File: src/rtl/mode_pkg.sv
// Shared mode encodings and per-mode initial LED patterns for timed display blocks.
package mode_pkg;

    typedef enum logic [1:0] {
        MODE_OFF    = 2'b00,
        MODE_COUNT  = 2'b01,
        MODE_BOUNCE = 2'b10,
        MODE_BLINK  = 2'b11
    } mode_e;

    localparam logic DIR_UP   = 1'b0;
    localparam logic DIR_DOWN = 1'b1;

    localparam int unsigned PAT_MAX_W = 64;

    // Pattern is returned at full width; callers keep the low w bits.
    function automatic logic [PAT_MAX_W-1:0] init_pattern(input mode_e m, input int unsigned w);
        logic [PAT_MAX_W-1:0] ones;
        ones = {PAT_MAX_W{1'b1}} >> (PAT_MAX_W - w);
        case (m)
            MODE_BOUNCE: init_pattern = {{(PAT_MAX_W-1){1'b0}}, 1'b1};
            MODE_BLINK:  init_pattern = ones;
            default:     init_pattern = '0;
        endcase
    endfunction

endpackage

File: src/rtl/mode_led_driver_if.sv
// Mode request in, LED bank / step pulse / committed mode out.
interface mode_led_if #(
    parameter int unsigned LED_W = 10
);
    logic [1:0]       modeSelect;
    logic [LED_W-1:0] leds;
    logic             step;
    logic [1:0]       modeActive;

    modport master (
        output modeSelect,
        input  leds,
        input  step,
        input  modeActive
    );

    modport slave (
        input  modeSelect,
        output leds,
        output step,
        output modeActive
    );
endinterface

File: src/rtl/mode_led_driver_step_prescaler.sv
// Free-running 0..DIV-1 counter with a registered one-cycle tick on wrap.
// clear restarts the count and suppresses the tick; terminal tells the parent the tick edge is now.
module step_prescaler #(
    parameter int unsigned DIV = 4
) (
    input  logic clk,
    input  logic reset,
    input  logic clear,
    output logic tick,
    output logic terminal
);
    localparam int unsigned CW = (DIV > 2) ? $clog2(DIV) : 1;
    localparam logic [CW-1:0] LAST = CW'(DIV - 1);

    logic [CW-1:0] r_count;
    logic          r_tick;
    logic          w_at_last;

    assign w_at_last = (r_count == LAST);
    assign terminal  = w_at_last && !clear;
    assign tick      = r_tick;

    always_ff @(posedge clk) begin
        if (reset || clear) begin
            r_count <= '0;
            r_tick  <= 1'b0;
        end else if (w_at_last) begin
            r_count <= '0;
            r_tick  <= 1'b1;
        end else begin
            r_count <= r_count + CW'(1);
            r_tick  <= 1'b0;
        end
    end
endmodule

File: src/rtl/mode_led_driver.sv
// Drives the LED bank with off / count / bounce / blink patterns chosen by an async mode word.
// All outputs registered; mode changes commit on the 3rd edge after modeSelect is first sampled.
module mode_led_driver
    import mode_pkg::*;
#(
    parameter int unsigned CLK_HZ  = 50000000,
    parameter int unsigned STEP_HZ = 4,
    parameter int unsigned LED_W   = 10
) (
    input  logic     clk,
    input  logic     reset,
    mode_led_if.slave bus
);
    localparam int unsigned DIV = CLK_HZ / STEP_HZ;
    localparam logic [LED_W-1:0] ONE = LED_W'(1);

    logic [1:0]           r_sync1;
    logic [1:0]           r_sync2;
    mode_e                r_mode;
    logic [LED_W-1:0]     r_leds;
    logic                 r_dir;

    mode_e                w_mode_next;
    logic                 w_change;
    logic                 w_adv;
    logic                 w_tick;
    logic [LED_W-1:0]     w_leds_next;
    logic                 w_dir_next;
    logic [PAT_MAX_W-1:0] w_init_wide;
    logic [LED_W-1:0]     w_init;
    logic                 w_onehot;
    logic                 w_go_down;

    always_ff @(posedge clk) begin
        if (reset) begin
            r_sync1 <= 2'b00;
            r_sync2 <= 2'b00;
        end else begin
            r_sync1 <= bus.modeSelect;
            r_sync2 <= r_sync1;
        end
    end

    // A change edge clears the prescaler, so it also masks a coincident step.
    step_prescaler #(.DIV(DIV)) u_prescaler (
        .clk      (clk),
        .reset    (reset),
        .clear    (w_change),
        .tick     (w_tick),
        .terminal (w_adv)
    );

    always_ff @(posedge clk) begin
        if (reset) begin
            r_mode <= MODE_OFF;
        end else begin
            r_mode <= w_mode_next;
        end
    end

    always_comb begin
        w_change    = (mode_e'(r_sync2) != r_mode);
        w_mode_next = w_change ? mode_e'(r_sync2) : r_mode;
    end

    assign w_init_wide = init_pattern(mode_e'(r_sync2), LED_W);
    assign w_init      = w_init_wide[LED_W-1:0];
    assign w_onehot    = (r_leds != '0) && ((r_leds & (r_leds - ONE)) == '0);
    // Turn around on the end bits so they are shown once, not twice.
    assign w_go_down   = (r_dir == DIR_UP) ? r_leds[LED_W-1] : !r_leds[0];

    always_comb begin
        w_leds_next = r_leds;
        w_dir_next  = r_dir;
        if (w_change) begin
            w_leds_next = w_init;
            w_dir_next  = DIR_UP;
        end else if (w_adv) begin
            case (r_mode)
                MODE_COUNT: w_leds_next = r_leds + ONE;
                MODE_BLINK: w_leds_next = ~r_leds;
                MODE_BOUNCE: begin
                    if (!w_onehot) begin
                        w_leds_next = ONE;
                        w_dir_next  = DIR_UP;
                    end else if (w_go_down) begin
                        w_leds_next = r_leds >> 1;
                        w_dir_next  = DIR_DOWN;
                    end else begin
                        w_leds_next = r_leds << 1;
                        w_dir_next  = DIR_UP;
                    end
                end
                default: w_leds_next = '0;
            endcase
        end
    end

    always_ff @(posedge clk) begin
        if (reset) begin
            r_leds <= '0;
            r_dir  <= DIR_UP;
        end else begin
            r_leds <= w_leds_next;
            r_dir  <= w_dir_next;
        end
    end

    assign bus.leds       = r_leds;
    assign bus.step       = w_tick;
    assign bus.modeActive = r_mode;
endmodule

File: src/flat_wrapper.sv
// flat-port wrapper written by rule: the top's interface ports become plain ports
module mode_led_driver_flat import mode_pkg::*;
#(
    parameter int unsigned CLK_HZ  = 50000000,
    parameter int unsigned STEP_HZ = 4,
    parameter int unsigned LED_W   = 10
)
  (clk, reset, bus_modeSelect, bus_leds, bus_step, bus_modeActive);
  mode_led_if #(.LED_W(LED_W)) bus_i ();
  input  logic clk;
  input  logic reset;
  input wire logic [$bits(bus_i.modeSelect)-1:0] bus_modeSelect;
  output wire logic [$bits(bus_i.leds)-1:0] bus_leds;
  output wire logic [$bits(bus_i.step)-1:0] bus_step;
  output wire logic [$bits(bus_i.modeActive)-1:0] bus_modeActive;
  assign bus_i.modeSelect = bus_modeSelect;
  assign bus_leds = bus_i.leds;
  assign bus_step = bus_i.step;
  assign bus_modeActive = bus_i.modeActive;
  mode_led_driver #(.CLK_HZ(CLK_HZ), .STEP_HZ(STEP_HZ), .LED_W(LED_W)) u_core (.clk(clk), .reset(reset), .bus(bus_i));
endmodule
File: config.mk
export PLATFORM = sky130hd
export DESIGN_NAME = mode_led_driver_flat
export DESIGN_NICKNAME = d
export VERILOG_FILES = /design/src/rtl/mode_pkg.sv /design/src/rtl/mode_led_driver_if.sv /design/src/rtl/mode_led_driver_step_prescaler.sv /design/src/rtl/mode_led_driver.sv /design/src/flat_wrapper.sv
export SDC_FILE = /design/constraint.sdc
export NUM_CORES = 1
export LEC_CHECK = 0
export CAP_MARGIN = 20
export CORE_UTILIZATION = 35
export CTS_CLUSTER_DIAMETER = 120
export DETAILED_ROUTE_END_ITERATION = 8
export GPL_TIMING_DRIVEN = 0
export PLACE_DENSITY = 0.61
export SETUP_SLACK_MARGIN = 0.5
export SYNTH_ARGS = -nofsm -noshare
export SYNTH_HDL_FRONTEND = slang
export SYNTH_HIERARCHICAL = 1
export SYNTH_SLANG_ARGS = --single-unit
export TNS_END_PERCENT = 50
File: constraint.sdc
create_clock -name clk -period 3.09 [get_ports clk]
set_input_delay 0.309 -clock clk [delete_from_list [all_inputs] [get_ports clk]]
set_output_delay 0.309 -clock clk [all_outputs]
set_load 0.01 [all_outputs]
==> results.yml <==
timing:
  hold_viol_final: 0
  min_period_over_period: 0.795
  max_freq_mhz: 407
  fin_crit_ns: 2.46
  fin_skew_ns: 0.00770
  rsz0062_at_grt: "false"
  slew_headroom: 0.645
  setup_viol: 0
  final_max_slew_viol_count: 0
  tns_ns: 0
  worst_slew_pin_slew_ns: 0.533
logic_synthesis:
  ys.flop_type: "dfxtp_1"
  ys_types: 56
  ys_seq_elements: 42
  ys_seq_area_frac: 0.333
  syn_avg_cell_area_um2: 8.34
  synth_cells: 303
  syn_nets: 310
  synth_top_family_by_area: "simple AND/OR/NAND/NOR gates"
  synth_compound_area_frac: 0.220
  synthSimpleGateAreaFrac: 0.270
  synth-adder-area-share: 0.0149
  ys_warn_count: 6
  synthMuxAreaShare: 0.0267
  synthArstFlopShare: 0
  synth_area_um2: 2530
  yosys.area_share.xor_xnor: 0.0693
  synth_edf_count: 0
setup_path:
  reg2reg_slack_ns: 0.63
  cp-start-kind: "flip-flop"
  arrival_ns: 2.64
  path_max_fanout: 10
  reg2reg_depth: 9
  crit_type: "reg2reg"
  r2r_end: "u_core/bus.leds[5]"
  cp_data_required_time_ns: 3.28
  cp-end-kind: "flip-flop"
  rr_startpoint: "u_core/u_prescaler/r_count[0]"
worst_hold_path:
  min_to: "u_core/r_sync2[0]"
  min_from: "u_core/r_sync1[0]"
  min_path_cells: 1
  hp-class: "reg2reg"
layout:
  fin_nets: 333
  antenna_cells: 0
  fin_util: 0.426
  areaGrowthSynthToFinish_pct: 15.9
  mostFrequentLayoutCell: "dfxtp_1"
  layout-drive-gt1-share: 0.150
  layout_common_cells: "dfxtp_1 (42), nor2_1 (26), a21oi_1 (20), nand2_1 (18), clkdlybuf4s50_1 (16)"
placed_design:
  io_buffers: 16
  dp_hpwl_um: 4210
  gp_congestion: 0.807
global_routing:
  antenna_found_initial: 0
  grt_max_degree: 13
  grt.overflow.total: 0
  grt_pass1_wl_um: 10400
  track_usage: 0.174
  grt_pass1_vias: 2234
die:
  start_util: 0.368
  ios: 17
  dieArea_um2: 7560
  rows: 30
  die_w_um: 87.0
  dieHeight_um: 87.0
  core_um2: 6870
detailed_routing:
  drtIter0Drc: 97
  drc: 0
  vias: 2333
  antenna_left: 0
  routed_wl_um: 5920
  wl_per_cell_um: 14.0
  viasPerCell: 5.52
  first_pass_iters: 4
clock_tree:
  htreeDepth: 2
  worstSkewPairLatency_ns: 0.30
  cts.sinks: 42
  path_clk_slew_ns: 0.08
  clockRootBuffer: "clkbuf_8"
  numCtsBuffers: 5
  cts_hold_buf: 0
  cts_tree: "yes"
  cts_buffer_depth: 2
power_and_ir_drop:
  p_int_mw: 0.831
  clkPwrFrac: 0.320
  pwr-share-comb: 0.186
  swShare: 0.281
  seqPwrFrac: 0.495
  power.leakage_nw: 0.962
  powerDensity_nw_per_um2: 394
  ir_worst_vdd_uv: 198
  p_sw_mw: 0.324
flow_run:
  maxCapViolCount: 0
status:
  status: "completed"
==> sequential cells by signal, indices dropped and copies added, names as in the netlist <==
register                    count
u_core/r_sync2                  2
u_core/u_prescaler/tick         1
u_core/u_prescaler/r_count     24
u_core/r_sync1                  2
u_core/bus.leds                10
u_core/bus.modeActive           2
u_core/r_dir                    1
==> kinds of logic (layout without fill, tap and decap cells) <==
family,count (synthesis),in the layout
AO/OA/AOI/OAI,83,83
adder cells (fa/ha/maj),3,3
AND/OR/NAND/NOR,119,119
multiplexers,6,6
flip-flops,42,42
XOR/XNOR,20,20
buffers and inverters,30,54
==> power groups by stage <==
stage	Sequential, mW	Clock [mW]	Combinational, mW
6_report	0.571	0.369	0.215
5_1_grt	0.573	0.406	0.235
4_1_cts	0.571	0.384	0.214
3_5_place_dp	0.584	0	0.211
3_3_place_gp	0.584	0	0.208
2_1_floorplan	0.585	0	0.147
==> worst max path at each step <==
stage | startpoint | endpoint | depth (start not counted)
floorplan | u_core/u_prescaler/r_count[0] | u_core/bus.leds[5] | 9
global placement | u_core/u_prescaler/r_count[0] | u_core/bus.leds[5] | 9
detailed placement | u_core/u_prescaler/r_count[0] | u_core/bus.leds[5] | 9
CTS | u_core/u_prescaler/r_count[0] | u_core/bus.leds[5] | 9
global route | u_core/u_prescaler/r_count[7] | u_core/bus.leds[5] | 9
finish | u_core/u_prescaler/r_count[0] | u_core/bus.leds[5] | 9
==> per-layer routing <==
metal  vias up  part of all wire  GRT usage
met5         -                 0          0
met4         0             0.020     0.0727
met3        12             0.035     0.0284
met2        46              0.49      0.298
met1      1100              0.45      0.217
li1       1175                 -          -
==> final cells by class <==
class	instances	area, um^2
buffer	20	130
inverter	10	37.5
sequential	42	841
clock buffer	7	86.3
clock inverter	1	5.00
multi-input combinational	231	1550
tap	96	120
fill	716	3940
timing repair buffer	16	160
==> critical path, cell delays in order (launching register included) <==
cell and delay, ns:
dfxtp_1 0.38, ha_1 0.27, nand4_4 0.16, or4_4 0.58, nor2_4 0.15, or3_4 0.18, o21ai_2 0.07, buf_2 0.21
a31o_2 0.23, o2bb2ai_1 0.11
==> through the flow <==
stage	cell area, um^2	hold WS (ns)	setup WS [ns]	total power, mW	cells
2_1_floorplan	2530	0.386	0.631	0.732	303
3_3_place_gp	2810	0.417	0.261	0.791	415
3_5_place_dp	2810	0.424	0.235	0.795	415
4_1_cts	2910	0.444	0.615	1.17	423
5_1_grt	2930	0.468	0.505	1.21	423
6_report	2930	0.442	0.634	1.15	423
==> cell usage after synthesis, types with 7 or more instances <==
| library cell | instances | area share |
|---|---|---|
| dfxtp_1 | 42 | 0.33 |
| inv_1 | 10 | 0.015 |
| nor2b_1 | 8 | 0.020 |
| nor2_1 | 27 | 0.040 |
| a21oi_1 | 20 | 0.040 |
| nand3_1 | 12 | 0.024 |
| buf_2 | 8 | 0.016 |
| and3_1 | 8 | 0.020 |
| o21ai_0 | 13 | 0.026 |
| xnor2_1 | 15 | 0.052 |
| o31ai_1 | 8 | 0.024 |
| or4_1 | 7 | 0.021 |
| nand2_1 | 18 | 0.027 |
==> what timing repair did <==
item,in CTS,in global routing
pin swaps,0,0
gates resized for setup,4,3
endpoints found under the setup margin,9,7
buffers inserted,0,0
Power figures use the tool's default switching activity.
